## config.mk

```make
export PLATFORM = sky130hd
export DESIGN_NAME = hazard_controller
export DESIGN_NICKNAME = d
export VERILOG_FILES = /design/src/rtl/hazard_controller.sv
export SDC_FILE = /design/constraint.sdc
export NUM_CORES = 1
export LEC_CHECK = 0
export ABC_CLOCK_PERIOD_IN_PS = 2890
export CORE_ASPECT_RATIO = 2
export CORE_UTILIZATION = 34
export DETAILED_ROUTE_END_ITERATION = 16
export HOLD_SLACK_MARGIN = 0.12
export SLEW_MARGIN = 20
export SYNTH_ARGS = -nofsm -noshare
export SYNTH_HDL_FRONTEND = slang
export SYNTH_SLANG_ARGS = --single-unit
```

## constraint.sdc

```tcl
create_clock -name clock -period 2.89 [get_ports clock]
set_clock_uncertainty 0.05 [all_clocks]
set_input_delay 0.578 -clock clock [delete_from_list [all_inputs] [get_ports clock]]
set_output_delay 0.578 -clock clock [all_outputs]
set_load 0.02 [all_outputs]
```

## src/rtl/hazard_controller.sv

```systemverilog
// Pipeline hazard controller: load-use stalls, taken-branch flushes and
// data-memory wait/freeze with timeout, plus saturating stall/flush statistics.
module hazard_controller #(
  parameter int MEM_TIMEOUT = 255,
  parameter int CNT_WIDTH   = 32
) (
  input  logic                 clock,
  input  logic                 reset,
  input  logic [4:0]           rn_ID,
  input  logic [4:0]           rm_ID,
  input  logic                 uses_rm_ID,
  input  logic                 MemRead_ID_EX,
  input  logic [4:0]           write_register_ID_EX,
  input  logic                 MemRead_EX_MEM,
  input  logic                 MemWrite_EX_MEM,
  input  logic                 or_out,
  input  logic                 mem_ready,
  output logic                 pc_write,
  output logic                 if_id_write,
  output logic                 id_ex_bubble,
  output logic                 flush_if_id,
  output logic                 flush_id_ex,
  output logic                 flush_ex_mem,
  output logic                 freeze,
  output logic                 mem_req,
  output logic                 mem_error,
  output logic [CNT_WIDTH-1:0] stall_count,
  output logic [CNT_WIDTH-1:0] flush_count
);

  typedef enum logic [1:0] {
    RUN      = 2'd0,
    MEM_WAIT = 2'd1,
    FLUSH    = 2'd2
  } state_t;

  localparam logic [7:0] WAIT_LAST = 8'(MEM_TIMEOUT - 1);

  state_t     state, state_next;
  logic [7:0] wait_cnt, wait_cnt_next;
  logic       mem_access;
  logic       load_use;
  logic       stall;
  logic       flush;
  logic       set_error;

  always_comb begin
    // NOTE: every signal gets a default before any branch so no latch is inferred.
    state_next    = state;
    wait_cnt_next = wait_cnt;
    pc_write      = 1'b1;
    if_id_write   = 1'b1;
    id_ex_bubble  = 1'b0;
    flush_if_id   = 1'b0;
    flush_id_ex   = 1'b0;
    flush_ex_mem  = 1'b0;
    freeze        = 1'b0;
    mem_req       = 1'b0;
    stall         = 1'b0;
    flush         = 1'b0;
    set_error     = 1'b0;

    mem_access = MemRead_EX_MEM | MemWrite_EX_MEM;
    // X31 is the zero register, so a load targeting it never creates a hazard.
    load_use = MemRead_ID_EX && (write_register_ID_EX != 5'd31) &&
               ((write_register_ID_EX == rn_ID) ||
                (uses_rm_ID && (write_register_ID_EX == rm_ID)));

    if (!reset) begin
      unique case (state)
        RUN, FLUSH: begin
          mem_req = mem_access;
          if (mem_access && !mem_ready) begin
            freeze        = 1'b1;
            pc_write      = 1'b0;
            if_id_write   = 1'b0;
            wait_cnt_next = 8'd0;
            state_next    = MEM_WAIT;
          end else if (state == FLUSH) begin
            state_next = RUN;
          end else if (or_out) begin
            flush        = 1'b1;
            flush_if_id  = 1'b1;
            flush_id_ex  = 1'b1;
            flush_ex_mem = 1'b1;
            state_next   = FLUSH;
          end else if (load_use) begin
            stall        = 1'b1;
            pc_write     = 1'b0;
            if_id_write  = 1'b0;
            id_ex_bubble = 1'b1;
          end
        end
        MEM_WAIT: begin
          mem_req = 1'b1;
          if (mem_ready) begin
            wait_cnt_next = 8'd0;
            state_next    = RUN;
          end else begin
            freeze      = 1'b1;
            pc_write    = 1'b0;
            if_id_write = 1'b0;
            // The final waiting cycle still freezes; the abort takes effect at its edge.
            if (wait_cnt == WAIT_LAST) begin
              set_error     = 1'b1;
              wait_cnt_next = 8'd0;
              state_next    = RUN;
            end else begin
              wait_cnt_next = wait_cnt + 8'd1;
            end
          end
        end
        default: state_next = RUN;
      endcase
    end
  end

  always_ff @(posedge clock) begin
    // NOTE: sequential state uses non-blocking assignments so every register samples pre-edge values.
    if (reset) begin
      state       <= RUN;
      wait_cnt    <= 8'd0;
      mem_error   <= 1'b0;
      stall_count <= '0;
      flush_count <= '0;
    end else begin
      state    <= state_next;
      wait_cnt <= wait_cnt_next;
      if (set_error) mem_error <= 1'b1;
      if (!freeze) begin
        if (stall && (stall_count != '1)) stall_count <= stall_count + CNT_WIDTH'(1);
        if (flush && (flush_count != '1)) flush_count <= flush_count + CNT_WIDTH'(1);
      end
    end
  end

endmodule

```

### Word level (Yosys, flattened, before mapping)

Cells that the tools add are included.

* equal/unequal tests: 11
* bitwise logic cells: 2
* add/sub/neg operators: 3
* multiplexer cells: 38
* reduce and logical (&&, ||, !) cells: 15

Operators by type and width (number)
* $add A32 B1 Y32 const B: 2
* $ne A32 B32 Y1 const B: 2
* $mux W1: 25
* $mux W8: 3
* $pmux W8 S2: 1
* $eq A5 B5 Y1: 2
* $mux W2: 5
* $add A8 B1 Y8 const B: 1
* $eq A8 B8 Y1 const B: 1
* $reduce_and A2 Y1: 4
* $logic_and A1 B1 Y1: 6
* $pmux W1 S2: 3
* $ne A5 B5 Y1 const B: 1
* $ne A4 B4 Y1 const B: 1
* $pmux W2 S2: 1
* $ne A3 B3 Y1 const B: 1
* $eq A2 B1 Y1 const B: 1
* $eq A2 B2 Y1 const B: 1
* $logic_not A2 Y1: 1
* $ne A2 B2 Y1 const B: 1
* $reduce_bool A2 Y1: 1
* $reduce_or A2 Y1: 1
* $logic_not A1 Y1: 1
* $logic_or A1 B1 Y1: 1
* other kinds (2): 2

* input port bits: 23
* flip-flop bits (word level): 75
* logic and storage cells: 74

### Logic depth before layout (Yosys ltp)

Gate-level depths: netlist (run 1).

* word-level depth: 12
* gate-level depth with buffers: 9

### Worst setup path after synthesis (run 1)

No wires, ideal clock.

* path type: input -> output
* from: in reset
* to: out pc_write
* setup slack: 243 ps
* arrival time: 2019 ps
* cell stages on the path: 5
* path through: clkbuf_1 a21oi_1 nor2b_1 a21oi_1 buf_4

* word-level cells in the longest chain between the ends: 1

RTL lines
* start, declared: RTL line 8 `input logic reset,`
* $mux W1
* end, declared: RTL line 18 `output logic pc_write,`

No other way between the ends.

### Worst setup path in the final report (run 1)

* from: in MemWrite_EX_MEM
* to: out flush_id_ex

* word-level cells in the longest chain between the ends: 5

RTL lines
* start, declared: RTL line 15 `input logic MemWrite_EX_MEM,`
* $or A1 B1 Y1: RTL line 63 `mem_access = MemRead_EX_MEM | MemWrite_EX_MEM;`
* $logic_and A1 B1 Y1: RTL line 73 `if (mem_access && !mem_ready) begin`
* $mux W1: RTL line 73
* $mux W1: RTL line 70 `unique case (state)`
* $mux W1: RTL line 69 `if (!reset) begin`
* end, declared: RTL line 22 `output logic flush_id_ex,`

No other way between the ends.

==> metrics.csv, run 1 <==
metric,value,unit
CTS tree,built,
fraction of registers with async set/reset,0,%
syn_nets,494,
vias per cell,5.33,
Yosys cell types,51,
core area,11000,um2
Met3 Wirelength,269,um
RSZ-0062 raised after global routing,no,
Required @ worst endpoint,2.26,ns
Logic pwr share,6.8,%
mux cell area share after synthesis,1.96,%
data arrival time of the critical path,2.20,ns
status,"finished, final reports clean",
Int Pwr,1730,uW
worst-path cell chain,clkdlybuf4s50_1 -> o21bai_2 -> nand3_1 -> inv_1 -> clkdlybuf4s50_1,
vias in the first global route,3865,
Max rail drop VDD,0.303,mV
Layout Cells excl Fill,717,
Post-synth EDFFs,0,
first-pass GRT wire length,18100,um
WL/cell,15.1,um
startpoint types,input pin,
P_leak,0.00181,uW
H-tree depth,3,
"Slowest-stage cell, CP",clkdlybuf4s50_1,
DRC,0,
max cap viols,0,
First DRT Iteration DRCs,130,
Clock power frac,47.2,%
Simple-Gate Fraction of Synth Area,32.4,%
largest area contributor in the netlist,dfxtp_1,
dpl hpwl,8190,um
Root Buffer,clkbuf_16,
Clock transition at path regs,0.06,ns
CTS sink cnt,75,
setup TNS,0,ns
gr ovfl total,0,
share of cells above drive strength 1,9.53,%
synth top area cells,"dfxtp_1 (39%), xor2_1 (6.3%), nor2_1 (5.2%), a21oi_1 (4.4%), nand3_1 (4.3%)",
IO Count,96,
number of diodes,0,
routed vias,3821,
Die Ht,153,um
final WL,10800,um
Initial Utilization,35.3,%
Area growth syn-to-layout,37.9,%
Slew HR,64.8,%
Slew Limit Fails,0,
DR top layer,met4,
Post-Syn Area per Cell,8.32,um2
Sw Share,24.0,%
min cycle time layout,2.82,ns
gpl congestion,0.781,
gr usage total,19.2,%
Compound-Gate Fraction of Synth Area,12.1,%
fmax,0.354,GHz
largest net degree at the start of global routing,42,
Synth Area in Adders,1.29,%
NetSw,546,uW
CP top delay family,buffers and inverters,
nets@finish,599,
CTS buffer count,9,
Setup Viol. Count Final,0,
Tightest Pin Transition,0.524,ns
drt first pass iters,4,
"most common cell after layout, fill and taps aside",clkdlybuf4s50_1,
dpl ws,-0.143,ns
Post-Synthesis Cell Area,3880,um2
Port Buffers,95,
Worst Setup End Kind,primary output,
"Seq/Total Area, Yosys",38.6,%
final core occ,48.7,%
row cnt,54,
worst skew pair latency,0.34,ns
WL met2,6030,um
CP bufs+invs,3,
Die X,77.6,um
Crit Path Category,input pin to primary output,
Post-DRT Antenna Nets,0,
CP most frequent cell,clkdlybuf4s50_1,
ys flop type,dfxtp_1,
most frequent cells in the layout,"clkdlybuf4s50_1 (88), dfxtp_1 (75), nor2_1 (54), nand2_1 (34), a21oi_1 (34)",
number of antenna violations at the first check in global routing,0,
r2r setup slk,0.50,ns
Mapped Cells,467,
fill cell count,1080,
Yosys top cell area share,38.6,%
Post-Synth XOR/XNOR Area,9.69,%
full die area,11900,um2
Yosys warnings,0,
hold crit path type,flop to flop,
Hold Slack,0.436,ns
CTS max path bufs,2,
Worst Slack Setup Final,0.0670,ns
WL met1,4050,um
final worst path period share,97.7,%
Placed Cells,701,
worst-path maximum fanout,4,
power per standard cell area,425,nW/um2
crit-path max cell delay,0.61,ns
main combinational cell family by area after synthesis,simple AND/OR/NAND/NOR gates,
"Hold Violations, Final",0,
synthesis-stage register bit count,75,
Seq pwr share,46.0,%
==> routing by layer <==
layer,up-vias,GRT usage (%)
li1,1906,-
met2,85,36.2
met1,1798,18.7
met3,32,2.39
met4,0,13.5
met5,-,0
==> metrics by stage <==
| step | power [uW] | instance area [um2] |
|---|---|---|
| floorplan | 1150 | 3880 |
| global placement | 1220 | 5060 |
| detailed placement | 1230 | 5060 |
| CTS | 2310 | 5350 |
| global route | 2370 | 5360 |
| finish | 2280 | 5360 |
==> area by class of cell <==
class | count | area [um2] | share of cell area, %
Clock buffer | 10 | 239 | 4.46
Clock inverter | 6 | 47.5 | 0.887
Inverter | 15 | 56.3 | 1.05
Multi-Input combinational cell | 358 | 2240 | 41.8
Sequential cell | 75 | 1500 | 28.0
Tap cell | 140 | 175 | 3.27
Timing Repair Buffer | 113 | 1100 | 20.5
==> cell usage after synthesis (2+ instances only) <==
| library cell | instances |
|---|---|
| dfxtp_1 | 75 |
| nor2_1 | 54 |
| a21oi_1 | 34 |
| nand2_1 | 34 |
| nand3_1 | 33 |
| xor2_1 | 28 |
| nand4_1 | 24 |
| o31ai_1 | 18 |
| or4_1 | 18 |
| inv_1 | 15 |
| xnor2_1 | 15 |
| or3_1 | 12 |
| o21ai_0 | 11 |
| clkbuf_1 | 9 |
| nor3_1 | 8 |
| nor4_1 | 8 |
| and3_1 | 7 |
| and4_1 | 6 |
| nor2b_1 | 6 |
| buf_4 | 5 |
| ha_1 | 4 |
| mux2_2 | 4 |
| nand2b_1 | 4 |
| buf_2 | 3 |
| nor3_2 | 3 |
| mux2i_1 | 2 |
| o21ai_1 | 2 |
| o21bai_1 | 2 |
==> sequential cells by signal, summed over array words and instances (netlist names) <==
name,flops
flush_count,32
wait_cnt,8
stall_count,32
state,2
mem_error,1
==> path summary, 6_finish.rpt <==
path	cells past startpoint	startpoint	endpoint
setup / recovery	5	MemWrite_EX_MEM	flush_id_ex
setup reg to reg	6	stall_count[0]	stall_count[26]
hold reg to reg	1	wait_cnt[7]	wait_cnt[7]
hold / removal	1	wait_cnt[7]	wait_cnt[7]
==> cell families after synthesis <==
logic type,after synthesis
buf+inv,34
xor+xnor,43
simple gates,228
mux,7
compound gates,76
fa+ha+maj,4
flops,75
==> timing repair <==
item                                    in CTS  in global routing
cloned                                       0                  0
hold buffers                                 0                  0
endpoints found under the hold margin        0                  0
pin swaps                                    0                  0
buffers inserted                             0                  0
gates resized for setup                      5                  3
endpoints found under the setup margin       6                  3
==> power groups by stage <==
stage	Clock (uW)	Sequential [uW]	Combinational (uW)
CTS	1110	1050	157
finish	1070	1050	156
global route	1150	1050	169
floorplan	0	1070	77.1
global placement	0	1070	154
detailed placement	0	1070	156
Note: power is estimated with default switching activity, not from simulation.
==> run 2: changes to the inputs <==
- CAP_MARGIN: default -> 15
- CORE_MARGIN: default -> 10
- SKIP_CTS_REPAIR_TIMING: default -> 1
==> metrics.csv, run 2 (same netlist as run 1, synthesis figures left out) <==
metric,value,unit,change
nets@finish,605,,+1.0%
WL/cell,16.6,um,+10%
dpl ws,-0.227,ns,-0.0837 ns
area used by multi-input combinational logic,2240,um2,about the same
First DRT Iteration DRCs,152,,+17%
full die area,16400,um2,+38%
"Hold Violations, Final",0,,unchanged
P_leak,0.00188,uW,+3.9%
worst-path maximum fanout,5,,+1
hold crit path type,flop to flop,,
final core occ,48.4,%,-0.26 points
number of diodes,0,,unchanged
reg-to-reg endpoint,stall_count[1],,
data arrival time of the critical path,2.19,ns,about the same
CTS buffer count,9,,unchanged
Crit Path Category,input pin to primary output,,
first-pass GRT wire length,19300,um,+6.4%
worst-path cell chain,clkdlybuf4s50_1 -> o21bai_4 -> nand3_1 -> inv_1 -> clkdlybuf4s50_1,,
fill cell count,1108,,+2.6%
RSZ-0062 raised after global routing,yes,,
Root Buffer,clkbuf_16,,
final worst path period share,97.5,%,-0.17 points
Die Ht,171,um,+12%
Worst Slack Setup Final,0.0720,ns,+0.00502 ns
CTS sink cnt,75,,unchanged
Max rail drop VDD,0.310,mV,+2.5%
crit-path max cell delay,0.62,ns,about the same
vias per cell,5.41,,+1.4%
setup TNS,0,ns,unchanged
dpl hpwl,9260,um,+13%
hold endpoint,mem_error,,
Reg area,1500,um2,unchanged
vias in the first global route,4007,,+3.7%
status,"finished, final reports clean",,
max cap viols,0,,unchanged
Slew Limit Fails,0,,unchanged
reg2reg start,stall_count[3],,
"most common cell after layout, fill and taps aside",clkdlybuf4s50_1,,
Die X,95.6,um,+23%
worst skew pair latency,0.34,ns,about the same
CP most frequent cell,clkdlybuf4s50_1,,
CTS max path bufs,2,,unchanged
design area,5460,um2,+1.9%
gpl congestion,0.876,,+12%
gr usage total,14.8,%,-4.4 points
core area,11300,um2,+2.5%
instance area at placement,5110,um2,+0.94%
Tightest Pin Transition,0.622,ns,+0.0986 ns
hold_sp,mem_error,,
routed vias,3919,,+2.6%
Port Buffers,95,,unchanged
power per standard cell area,451,nW/um2,+6.1%
H-tree depth,3,,unchanged
Area growth syn-to-layout,40.6,%,
"Slowest-stage cell, CP",clkdlybuf4s50_1,,
CTS tree,built,,
startpoint types,input pin,,
DRC,0,,unchanged
share of cells above drive strength 1,10.5,%,+0.93 points
drt first pass iters,4,,unchanged
largest net degree at the start of global routing,40,,-4.8%
Post-DRT Antenna Nets,0,,unchanged
fmax,0.355,GHz,+0.18%
r2r setup slk,0.56,ns,+0.06 ns
Setup Viol. Count Final,0,,unchanged
min cycle time layout,2.82,ns,-0.00502 ns
Clock transition at path regs,0.06,ns,about the same
Initial Utilization,34.4,%,-0.85 points
hold path cells,2,,+1
R2R depth,8,,+2
gr ovfl total,0,,unchanged
biggest regs,"flush_count x32, stall_count x32, wait_cnt x8",,
number of antenna violations at the first check in global routing,0,,unchanged
Worst Setup End Kind,primary output,,
IO Count,96,,unchanged
Hold Slack,0.421,ns,-0.0149 ns
Slew HR,58.2,%,-6.6 points
Required @ worst endpoint,2.26,ns,about the same
final WL,12100,um,+11%
most frequent cells in the layout,"clkdlybuf4s50_1 (87), dfxtp_1 (75), nor2_1 (54), nand2_1 (34), a21oi_1 (34)",,
row cnt,55,,+1.9%
[run 2: cell count changes in the layout (fill, tap and decap cells not counted)]
cell | previous run | this run
o21bai_4 | 0 | 1
o22ai_2 | 1 | 0
clkdlybuf4s50_1 | 88 | 87
clkinv_2 | 1 | 0
o21bai_2 | 1 | 0
dlymetal6s2s_1 | 3 | 6
bufinv_16 | 0 | 2
o22ai_1 | 0 | 1
buf_4 | 17 | 24
dlygate4sd2_1 | 3 | 0
clkinv_4 | 2 | 1
[run 2: per-stage QoR]
stage                     power (uW)  cells
final                           2460    725
after global routing            2540    725
after CTS                       2490    725
after detailed placement        1230    709
after global placement          1230    709
after floorplan                 1150    467
[run 2: area by class of cell]
cell class | count | share of cell area (%)
well taps | 142 | 3.25
multi-input cells | 358 | 41.1
flip-flops and latches | 75 | 27.5
repair buffers | 119 | 21.1
inverters | 15 | 1.03
clock inverters | 6 | 1.72
clock buffers | 10 | 4.37
[run 2: worst max-delay path, delay by kind of cell]
family | cells | cell delay, ns
buf+inv | 3 | 1.21
simple gates | 1 | 0.14
compound gates | 1 | 0.26
[run 2: layer usage]
metal	wire length (um)	vias to the layer above	part of all wire [%]	global-route usage, %
li1	-	1921	-	-
met1	4550	1852	38	14.0
met2	6420	117	53	27.5
met3	704	29	5.8	4.32
met4	393	0	3.3	7.41
met5	0	-	0	0
[run 2: power breakdown]
| part | leakage, uW | switching [uW] | internal, uW | total [uW] |
|---|---|---|---|---|
| Combinational | 0.00112 | 79.4 | 79.0 | 158 |
| Clock | 0.000160 | 469 | 787 | 1260 |
| Sequential | 0.000605 | 7.31 | 1040 | 1050 |
[run 2: worst max-delay path by stage]
stage,from,endpoint,slack [ns]
final,MemWrite_EX_MEM,flush_id_ex,0.07
after global routing,MemWrite_EX_MEM,flush_id_ex,-0.03
after CTS,MemWrite_EX_MEM,flush_id_ex,-0.24
after detailed placement,MemWrite_EX_MEM,id_ex_bubble,-0.23
after global placement,MemWrite_EX_MEM,id_ex_bubble,-0.22
after floorplan,reset,pc_write,0.24
==> run 3: changes to the inputs <==
- CORE_MARGIN: 10 -> 4
- CTS_BUF_LIST: default -> sky130_fd_sc_hd__clkbuf_16
==> metrics.csv, run 3 (same netlist as run 1, synthesis figures left out) <==
metric,value,unit,change
met3 usage,2.90,%,-1.4 points
First DRT Iteration DRCs,114,,-25%
busiest grt layer,met2,,
gpl congestion,0.813,,-7.3%
Slew HR,61.9,%,+3.7 points
Setup Viol. Count Final,0,,unchanged
area used by multi-input combinational logic,2240,um2,-0.22%
data arrival time of the critical path,2.08,ns,-0.11 ns
met1 usage,16.3,%,+2.3 points
hold_sp,mem_error,,
"most common cell after layout, fill and taps aside",clkdlybuf4s50_1,,
startpoint types,input pin,,
number of antenna violations at the first check in global routing,0,,unchanged
Tightest Pin Transition,0.571,ns,-0.0511 ns
Crit Path Category,input pin to primary output,,
hold path cells,2,,unchanged
Die X,83.6,um,-13%
most frequent cells in the layout,"clkdlybuf4s50_1 (87), dfxtp_1 (75), nor2_1 (54), nand2_1 (34), a21oi_1 (34)",,
largest net degree at the start of global routing,55,,+38%
CTS buffer count,9,,unchanged
Worst Setup End Kind,primary output,,
worst-path cell chain,clkdlybuf4s50_1 -> o21bai_1 -> a21oi_1 -> buf_4 -> clkdlybuf4s50_1,,
CTS sink cnt,75,,unchanged
fill cell count,1113,,+0.45%
RSZ-0062 raised after global routing,no,,
CTS max path bufs,2,,unchanged
core area,11300,um2,unchanged
Reg area,1500,um2,unchanged
Root Buffer,clkbuf_16,,
reg-to-reg endpoint,stall_count[29],,
routed vias,3803,,-3.0%
DRC,0,,unchanged
CP bufs+invs,3,,unchanged
hold crit path type,flop to flop,,
hold endpoint,mem_error,,
design area,5400,um2,-1.1%
fmax,0.369,GHz,+4.1%
CP top delay family,buffers and inverters,,
worst skew pair latency,0.33,ns,about the same
drt first pass iters,4,,unchanged
met2 usage,31.4,%,+3.9 points
IO Count,96,,unchanged
instance area at placement,5080,um2,-0.44%
vias per cell,5.27,,-2.6%
gr usage total,16.3,%,+1.5 points
min cycle time layout,2.71,ns,-0.111 ns
share of cells above drive strength 1,9.66,%,-0.81 points
CTS tree,built,,
R2R depth,5,,-3
Initial Utilization,34.4,%,unchanged
Clock transition at path regs,0.06,ns,about the same
Post-DRT Antenna Nets,0,,unchanged
worst-path maximum fanout,3,,-2
final core occ,47.9,%,-0.54 points
Die Ht,159,um,-7.0%
Required @ worst endpoint,2.26,ns,about the same
biggest regs,"flush_count x32, stall_count x32, wait_cnt x8",,
nets@finish,602,,-0.50%
final worst path period share,93.7,%,-3.8 points
P_leak,0.00187,uW,-0.71%
r2r setup slk,0.56,ns,about the same
gr ovfl total,0,,unchanged
"Hold Violations, Final",0,,unchanged
Port Buffers,95,,unchanged
Slew Limit Fails,0,,unchanged
reg2reg start,stall_count[4],,
Max rail drop VDD,0.295,mV,-4.8%
row cnt,55,,unchanged
H-tree depth,3,,unchanged
Area growth syn-to-layout,39.0,%,
full die area,13300,um2,-19%
final WL,11100,um,-7.8%
max cap viols,0,,unchanged
WL/cell,15.4,um,-7.4%
CP most frequent cell,clkdlybuf4s50_1,,
dpl hpwl,8480,um,-8.5%
crit-path max cell delay,0.61,ns,about the same
"Slowest-stage cell, CP",clkdlybuf4s50_1,,
status,"finished, final reports clean",,
number of diodes,0,,unchanged
power per standard cell area,430,nW/um2,-4.7%
vias in the first global route,3676,,-8.3%
first-pass GRT wire length,17800,um,-7.7%
==> run 3: cell types whose count changed in the layout (fill, tap and decap cells not counted) <==
cell,delta
bufinv_16,-1
o22ai_1,-1
inv_6,-1
buf_4,-4
o21bai_1,+1
o22ai_2,+1
clkbuf_8,-1
o21bai_4,-1
inv_1,+1
clkinv_2,+2
dlymetal6s2s_1,+1
==> run 3: cell type report <==
type,instances,area share (%)
repair buffers,116,21.0
well taps,142,3.29
clock inverters,7,1.27
inverters,15,1.04
flip-flops and latches,75,27.8
clock buffers,9,4.17
multi-input cells,358,41.4
==> run 3: where the power goes <==
group          internal, uW  switching (uW)  total [uW]
Combinational          80.6            77.7         158
Sequential             1040            7.52        1050
Clock                   667             448        1120
Total                  1790             534        2320
==> run 3: layer usage <==
layer  share of wire [%]  up-vias
met5                   0        -
met4                 3.3        0
li1                    -     1907
met3                 3.4       25
met2                  57       85
met1                  37     1786
==> run 3: through the flow <==
step | setup TNS, ns | total power (uW) | cells | setup WS [ns] | hold WS (ns)
detailed placement | -0.757 | 1230 | 706 | -0.216 | 0.412
CTS | -0.504 | 2350 | 722 | -0.218 | 0.430
global placement | -0.419 | 1230 | 706 | -0.185 | 0.410
floorplan | 0 | 1150 | 467 | 0.243 | 0.390
global route | 0 | 2400 | 722 | 0.0696 | 0.468
finish | 0 | 2320 | 722 | 0.183 | 0.422
==> run 3: how the worst max path moves through the flow <==
stage	startpoint	endpoint	slack, ns	cells after the start
floorplan	reset	pc_write	0.24	5
global placement	write_register_ID_EX[4]	id_ex_bubble	-0.18	7
detailed placement	write_register_ID_EX[4]	id_ex_bubble	-0.22	7
CTS	write_register_ID_EX[4]	id_ex_bubble	-0.22	7
global route	MemWrite_EX_MEM	mem_req	0.07	5
finish	MemWrite_EX_MEM	mem_req	0.18	5
==> run 3: tightest hold or removal path, delay by kind of cell (launching register included) <==
| kind | cells | cell delay [ns] |
|---|---|---|
| AOI/OAI and AO/OA | 1 | 0.04 |
| DFF | 1 | 0.33 |
| and+or+nand+nor | 1 | 0.07 |
